===== src/rtl/mult_div_seq.sv =====
// Sequential signed multiply (radix-2 Booth) / divide (restoring, on magnitudes).
// Divide support is compiled in only when MULT_DIV_SEQ_DIV_EN is defined.
module mult_div_seq #(
    parameter int unsigned WIDTH = 32
) (
    input  logic             clock,
    input  logic             reset,
    input  logic             start,
    input  logic             op,
    input  logic [WIDTH-1:0] opA,
    input  logic [WIDTH-1:0] opB,
    output logic             busy,
    output logic             done,
    output logic [WIDTH-1:0] hi_out,
    output logic [WIDTH-1:0] lo_out,
    output logic             div_zero
);

    typedef enum logic [1:0] {IDLE, RUN, FIN} state_e;

    localparam logic [5:0] LAST_ITER = 6'(WIDTH - 1);

    state_e           state, stateNext;
    logic [5:0]       count;
    logic             noWrite, zeroFlag;
    logic             skipRun, zeroReq, finNow;
    logic [WIDTH:0]   acc, mExt, boothSum, boothAcc;
    logic [WIDTH-1:0] lowReg, mReg, boothLow;
    logic             qm1;

`ifdef MULT_DIV_SEQ_DIV_EN
    logic             opDiv, negQuo, negRem;
    logic [WIDTH:0]   divShift, divTrial, divAcc;
    logic [WIDTH-1:0] divLow;

    function automatic logic [WIDTH-1:0] magOf(input logic [WIDTH-1:0] v);
        return v[WIDTH-1] ? -v : v;
    endfunction

    assign skipRun = op && (opB == '0);
    assign zeroReq = skipRun;
`else
    // Without the divider a DIV request completes immediately with no result.
    assign skipRun = op;
    assign zeroReq = 1'b0;
`endif

    always_ff @(posedge clock) begin
        if (!reset) state <= IDLE;
        else        state <= stateNext;
    end

    always_comb begin
        stateNext = state;
        unique case (state)
            IDLE: if (start) stateNext = skipRun ? FIN : RUN;
            RUN:  if (count == LAST_ITER) stateNext = FIN;
            FIN:  stateNext = IDLE;
            default: stateNext = IDLE;
        endcase
    end

    always_comb begin
        busy   = (state != IDLE);
        finNow = (state == FIN);
    end

    // acc carries one guard bit so subtracting the most negative multiplicand cannot overflow.
    assign mExt = {mReg[WIDTH-1], mReg};

    always_comb begin
        boothSum = acc;
        unique case ({lowReg[0], qm1})
            2'b10:   boothSum = acc - mExt;
            2'b01:   boothSum = acc + mExt;
            default: boothSum = acc;
        endcase
        boothAcc = {boothSum[WIDTH], boothSum[WIDTH:1]};
        boothLow = {boothSum[0], lowReg[WIDTH-1:1]};
    end

`ifdef MULT_DIV_SEQ_DIV_EN
    // Remainder stays below the divisor, so the trial's top bit is a clean borrow flag.
    always_comb begin
        divShift = {acc[WIDTH-1:0], lowReg[WIDTH-1]};
        divTrial = divShift - {1'b0, mReg};
        if (divTrial[WIDTH]) begin
            divAcc = divShift;
            divLow = {lowReg[WIDTH-2:0], 1'b0};
        end else begin
            divAcc = divTrial;
            divLow = {lowReg[WIDTH-2:0], 1'b1};
        end
    end
`endif

    always_ff @(posedge clock) begin
        if (!reset) begin
            count    <= '0;
            acc      <= '0;
            lowReg   <= '0;
            mReg     <= '0;
            qm1      <= 1'b0;
            noWrite  <= 1'b0;
            zeroFlag <= 1'b0;
            hi_out   <= '0;
            lo_out   <= '0;
            done     <= 1'b0;
            div_zero <= 1'b0;
`ifdef MULT_DIV_SEQ_DIV_EN
            opDiv    <= 1'b0;
            negQuo   <= 1'b0;
            negRem   <= 1'b0;
`endif
        end else begin
            done     <= finNow;
            div_zero <= finNow && zeroFlag;
            unique case (state)
                IDLE: if (start) begin
                    count    <= '0;
                    acc      <= '0;
                    qm1      <= 1'b0;
                    noWrite  <= skipRun;
                    zeroFlag <= zeroReq;
`ifdef MULT_DIV_SEQ_DIV_EN
                    opDiv    <= op;
                    negQuo   <= opA[WIDTH-1] ^ opB[WIDTH-1];
                    negRem   <= opA[WIDTH-1];
                    lowReg   <= op ? magOf(opA) : opA;
                    mReg     <= op ? magOf(opB) : opB;
`else
                    lowReg   <= opA;
                    mReg     <= opB;
`endif
                end
                RUN: begin
                    count <= count + 6'd1;
`ifdef MULT_DIV_SEQ_DIV_EN
                    if (opDiv) begin
                        acc    <= divAcc;
                        lowReg <= divLow;
                    end else begin
                        acc    <= boothAcc;
                        lowReg <= boothLow;
                        qm1    <= lowReg[0];
                    end
`else
                    acc    <= boothAcc;
                    lowReg <= boothLow;
                    qm1    <= lowReg[0];
`endif
                end
                FIN: if (!noWrite) begin
`ifdef MULT_DIV_SEQ_DIV_EN
                    if (opDiv) begin
                        hi_out <= negRem ? -acc[WIDTH-1:0] : acc[WIDTH-1:0];
                        lo_out <= negQuo ? -lowReg : lowReg;
                    end else begin
                        hi_out <= acc[WIDTH-1:0];
                        lo_out <= lowReg;
                    end
`else
                    hi_out <= acc[WIDTH-1:0];
                    lo_out <= lowReg;
`endif
                end
                default: ;
            endcase
        end
    end

endmodule

===== config.mk =====
export PLATFORM = sky130hd
export DESIGN_NAME = mult_div_seq
export DESIGN_NICKNAME = d
export VERILOG_FILES = /design/src/rtl/mult_div_seq.sv
export SDC_FILE = /design/constraint.sdc
export NUM_CORES = 1
export LEC_CHECK = 0
export ABC_AREA = 0
export CAP_MARGIN = 20
export CORE_MARGIN = 10
export CORE_UTILIZATION = 35
export DETAILED_ROUTE_END_ITERATION = 10
export PLACE_DENSITY = 0.58
export SLEW_MARGIN = 10
export SYNTH_ARGS = -nofsm -noshare
export SYNTH_HDL_FRONTEND = slang
export SYNTH_SLANG_ARGS = --single-unit

===== constraint.sdc =====
create_clock -name clock -period 4.65 [get_ports clock]
set_input_delay 0.93 -clock clock [delete_from_list [all_inputs] [get_ports clock]]
set_output_delay 0.93 -clock clock [all_outputs]
set_load 0.01 [all_outputs]

## Word-level counts from Yosys, hierarchy flattened

Index checks and enable logic that the tools add are counted.

- $add $sub $neg: 3
- Multipliers: 0
- Divide/modulo/power cells: 0
- Order comparisons: 0
- Equal/unequal tests: 7
- Shift operators: 0
- Multiplexer cells: 13
- Bitwise logic cells: 1
- Reductions and logical operators: 7

Operators by type and width:

| kind | count |
|---|---|
| $pmux W33 S2 | 2 |
| $pmux W32 S2 | 1 |
| $add A33 B33 Y33 | 1 |
| $mux W33 | 1 |
| $sub A33 B33 Y33 | 1 |
| $mux W32 | 1 |
| $pmux W6 S2 | 1 |
| $reduce_and A2 Y1 | 4 |
| $add A6 B1 Y6 const B | 1 |
| $eq A6 B5 Y1 const B | 1 |
| $mux W2 | 3 |
| $mux W6 | 1 |
| $eq A2 B1 Y1 const B | 2 |
| $eq A2 B2 Y1 const B | 2 |
| $ne A2 B2 Y1 const B | 2 |
| $pmux W2 S2 | 1 |
| $reduce_bool A2 Y1 | 2 |
| $logic_not A2 Y1 | 1 |
| $pmux W1 S2 | 1 |
| $mux W1 | 1 |
| $not A1 Y1 | 1 |

- Bits in registers: 172
- Bits in latches: 0
- Memory bits (writable): 0
- Bits in read-only memories: 0
- Bits of input ports: 68
- Memories kept: 0

## Longest topological paths before layout

- Depth after elaboration: 3
- Gate-level depth with buffers: 17
- Depth with buffers taken out: 16

## Worst setup path after synthesis

No wires, ideal clock.

- Kind: reg2reg
- From: register mReg[2]
- To: register acc[31]
- Library setup time: 0.079 ns
- Data arrival time: 3.917 ns
- Setup slack: 0.654 ns
- Cell stages (with the launch flop): 16
- Buffers on the path: 0
- Clock period less this slack: 3.996 ns
- Path through: dfxtp_1 or4_4 nor4_1 and2_1 a31oi_1 nor2_1 o21ai_0 xor2_1 ha_1 nand2_1 o21bai_1 a21oi_1 o21bai_1 o311a_1 or4_1 o211ai_1

- Cells in the longest elaborated chain, start to end: 3
- Elaborated cells on any way between the ends: 4
- Classes of those cells: add/sub (2); mux (2)

RTL lines:

| item | RTL line | source |
|---|---|---|
| start: declaration | 28 | `logic [WIDTH-1:0] lowReg, mReg, boothLow;` |
| start signal: assignment | 133 | `mReg <= opB;` |
| $add A33 B33 Y33 / $sub A33 B33 Y33 (equally long branches) | 75, 74 |  |
| $pmux W33 S2 (*) | 73 | `unique case ({lowReg[0], qm1})` |
| $pmux W33 S2 (*) | 118 | `unique case (state)` |
| end signal: assignment | 148 | `acc <= boothAcc;` |
| end: declaration | 27 | `logic [WIDTH:0] acc, mExt, boothSum, boothAcc;` |

Every way passes the cells marked *; elsewhere a longest branch is shown, timed or not.
A chain may end at the register's enable or synchronous reset.

## Worst setup path after layout

Same ends and word-level chain as after synthesis.

==> run summary <==
* Die Y: 178 um
* flop and latch count out of synthesis: 171
* largest net degree at the start of global routing: 62
* number of failing hold endpoints at the final stage: 0
* CTS clk-pin slew, worst paths: 0.07 ns
* sequential cell area fraction in the yosys report: 39.2%
* Max VDD drop: 234 uV
* CTS resizes: 0
* max-slew violations: 0
* DR DRC count: 0
* setup violation total in the final timing report: 0
* Min Clock Period, post-route: 4.16 ns
* summed negative setup slack over all endpoints: 0 ns
* average cell area after synthesis: 7.62 um^2
* first-pass GRT wire length: 40500 um
* Syn-to-layout area delta: 25.7%
* Fmax: 0.240 GHz
* Critical Path Fanout Max: 6
* via count of the first global-routing pass: 7869
* number of sinks driven by the clock tree: 171
* number of nets with antenna violations after routing: 0
* max-capacitance violation count: 0
* Relative slew margins: 29.3%
* antenna violations before repair: 0
* Layout Skew: 0.00915 ns
* count of yosys warnings during synthesis: 0
* Std-Cell Rows: 57
* Crit Path Class: reg2reg
* clk_lat worst skew: 0.44 ns
* multi-input logic area: 4960 um^2
* run status: finished, final reports clean
* worst-case clock buffer depth: 2
* hold buffer count at cts: 0
* Detailed Route Iter0 Violations: 601
* combined flip-flop and latch cell area: 3420 um^2
* die width: 178 um
* static leakage: 4.09 nW
* routability cong.: 0.885
* Syn Nets: 1249
* Worst EP arrival: 4.51 ns
* clock tree root buffer cell: sky130_fd_sc_hd__clkbuf_16
* Placement Setup Slack: 0.540 ns
* Total Nets Final: 1342
* Final HPWL DP: 17800 um
* via-per-instance ratio: 5.21
* Post-synth EDFFs: 0
* Synth Flop Type: sky130_fd_sc_hd__dfxtp_1
* total I/O pin count: 135
* vias after detailed routing: 8212
* kind of capture point of the worst setup path: register
* slack of the critical path: 0.491 ns
* WL final: 24800 um
* Worst Tran Pin Value: 1.06 ns
* initial standard-cell utilization of the core: 35.7%
* post-DR wirelength/cell: 15.8 um
* buffers added on ports: 133
* crit start category: register
* post-route clock period utilization: 89.4%
* count of buffers added by post-CTS timing repair for setup: 0
* Initial DRT Pass Iterations: 6
* Unique masters post-synth: 63
* cell area after synthesis: 8730 um^2
* fraction of the core area covered by cells at the end of the flow: 44.8%
* Layout Cell Area excl Fill: 11000 um^2
* die area: 31700 um^2
* TritonCTS Buffers: 17
* P per Cell Area: 361 nW/um^2
* unrepaired setup endpoints after global routing: no
* layout cell share with drive strength beyond 1: 5.12%
* number of standard cells after synthesis: 1145
* overall overflow remaining after global route: 0
* CTS tree: yes
* number of filler instances in the final layout: 2502
* Placement Cell Area: 10300 um^2
* Tightest Hold Check Type: reg2reg
* core box area: 24500 um^2
* global router's overall resource usage: 15.7%
* fraction of synthesis flops using an asynchronous set or reset pin: 0%
* data required time at the worst endpoint: 5.00 ns
* Clock H-tree levels: 4
-- worst max-delay path, stage by stage, from the launching register on --
cell	delay, ns
sky130_fd_sc_hd__dfxtp_1	0.36
sky130_fd_sc_hd__or4_4	0.57
sky130_fd_sc_hd__nor4_1	0.37
sky130_fd_sc_hd__and2_1	0.26
sky130_fd_sc_hd__a31oi_1	0.16
sky130_fd_sc_hd__nor2_1	0.18
sky130_fd_sc_hd__o21ai_0	0.11
sky130_fd_sc_hd__xor2_1	0.16
sky130_fd_sc_hd__ha_1	0.39
sky130_fd_sc_hd__nand2_1	0.07
sky130_fd_sc_hd__o21bai_1	0.19
sky130_fd_sc_hd__a21oi_1	0.08
sky130_fd_sc_hd__o21bai_1	0.19
sky130_fd_sc_hd__o311a_1	0.40
sky130_fd_sc_hd__or4_1	0.48
sky130_fd_sc_hd__o211ai_1	0.11
-- layout make-up --
class / instances / area share, %
diodes: 1 / 0.0228
clock buffers: 17 / 3.88
clock inverters: 15 / 1.65
well taps: 324 / 3.70
repair buffers: 151 / 13.7
flip-flops and latches: 171 / 31.2
inverters: 18 / 0.639
multi-input cells: 879 / 45.2
-- cells in the mapped netlist, drive strengths merged (13+ instances only) --
| cell type | n | area (um^2) |
|---|---|---|
| inv | 17 | 63.8 |
| a21oi | 138 | 691 |
| xnor2 | 20 | 175 |
| clkbuf | 70 | 263 |
| a311oi | 32 | 280 |
| a22oi | 20 | 150 |
| nor2 | 102 | 383 |
| dfxtp | 171 | 3420 |
| nor3 | 17 | 85.1 |
| ha | 35 | 438 |
| nand2 | 293 | 1100 |
| xor2 | 36 | 315 |
| o21ai | 33 | 165 |
| a31oi | 13 | 87.6 |
-- routing by layer --
layer	part of all wire [%]	vias to the layer above	track usage, %
li1	-	4191	-
met3	5.2	20	2.97
met2	45	213	25.6
met1	48	3788	20.5
met4	1.3	0	4.65
met5	0	-	0
-- path summary, 6_finish.rpt --
kind,startpoint,end,slack (ns),depth (start not counted)
worst max-delay path,mReg[2]$_SDFFE_PN0P_,acc[31]$_SDFFE_PN0P_,0.49,15
worst min-delay path,hi_out[26]$_SDFFE_PN0P_,hi_out[26]$_SDFFE_PN0P_,0.45,2
worst max register to register,mReg[2]$_SDFFE_PN0P_,acc[31]$_SDFFE_PN0P_,0.49,15
worst min register to register,hi_out[26]$_SDFFE_PN0P_,hi_out[26]$_SDFFE_PN0P_,0.45,2
-- metrics by stage --
stage / hold WS (ns) / total power [W] / std cells
2_1_floorplan: 0.442 / 0.00226 / 1145
3_3_place_gp: 0.442 / 0.00251 / 1542
3_5_place_dp: 0.446 / 0.00251 / 1542
4_1_cts: 0.457 / 0.00400 / 1574
5_1_grt: 0.464 / 0.00419 / 1575
6_report: 0.453 / 0.00396 / 1576
-- flip-flops by register name, summed over array words and instances, names as in the netlist --
name and flops:
hi_out 32, lowReg 32, done 1, state 2, acc 32, count 6, noWrite 1, lo_out 32
mReg 32, qm1 1
-- placed cells by master, fill, tap and decap left out, types with 17 or more instances in the layout --
cell type	count
sky130_fd_sc_hd__nand2_1	293
sky130_fd_sc_hd__dfxtp_1	171
sky130_fd_sc_hd__a21oi_1	138
sky130_fd_sc_hd__clkdlybuf4s50_1	133
sky130_fd_sc_hd__nor2_1	101
sky130_fd_sc_hd__xor2_1	36
sky130_fd_sc_hd__ha_1	35
sky130_fd_sc_hd__o21ai_0	33
sky130_fd_sc_hd__a311oi_1	32
sky130_fd_sc_hd__xnor2_1	20
sky130_fd_sc_hd__a22oi_1	20
sky130_fd_sc_hd__nor3_1	17
sky130_fd_sc_hd__inv_1	17
sky130_fd_sc_hd__clkbuf_16	17
-- logic make-up (layout without fill, tap and decap cells) --
family | Yosys count | in the layout | synth area share [%]
xor+xnor | 56 | 56 | 5.62
other cells | 1 | 2 | 0.0430
compound gates | 304 | 304 | 22.2
fa+ha+maj | 36 | 36 | 5.25
simple gates | 478 | 478 | 23.1
buf+inv | 95 | 201 | 4.14
flops | 171 | 171 | 39.2
mux | 4 | 4 | 0.473
-- power by group --
group / switching, W / leakage [nW] / internal, W / total [W]
logic: 0.000515 / 2.41 / 0.000369 / 0.000884
registers: 0.0000707 / 1.39 / 0.00153 / 0.00161
clock network: 0.000661 / 0.289 / 0.000813 / 0.00147
Power figures use the tool's default switching activity.
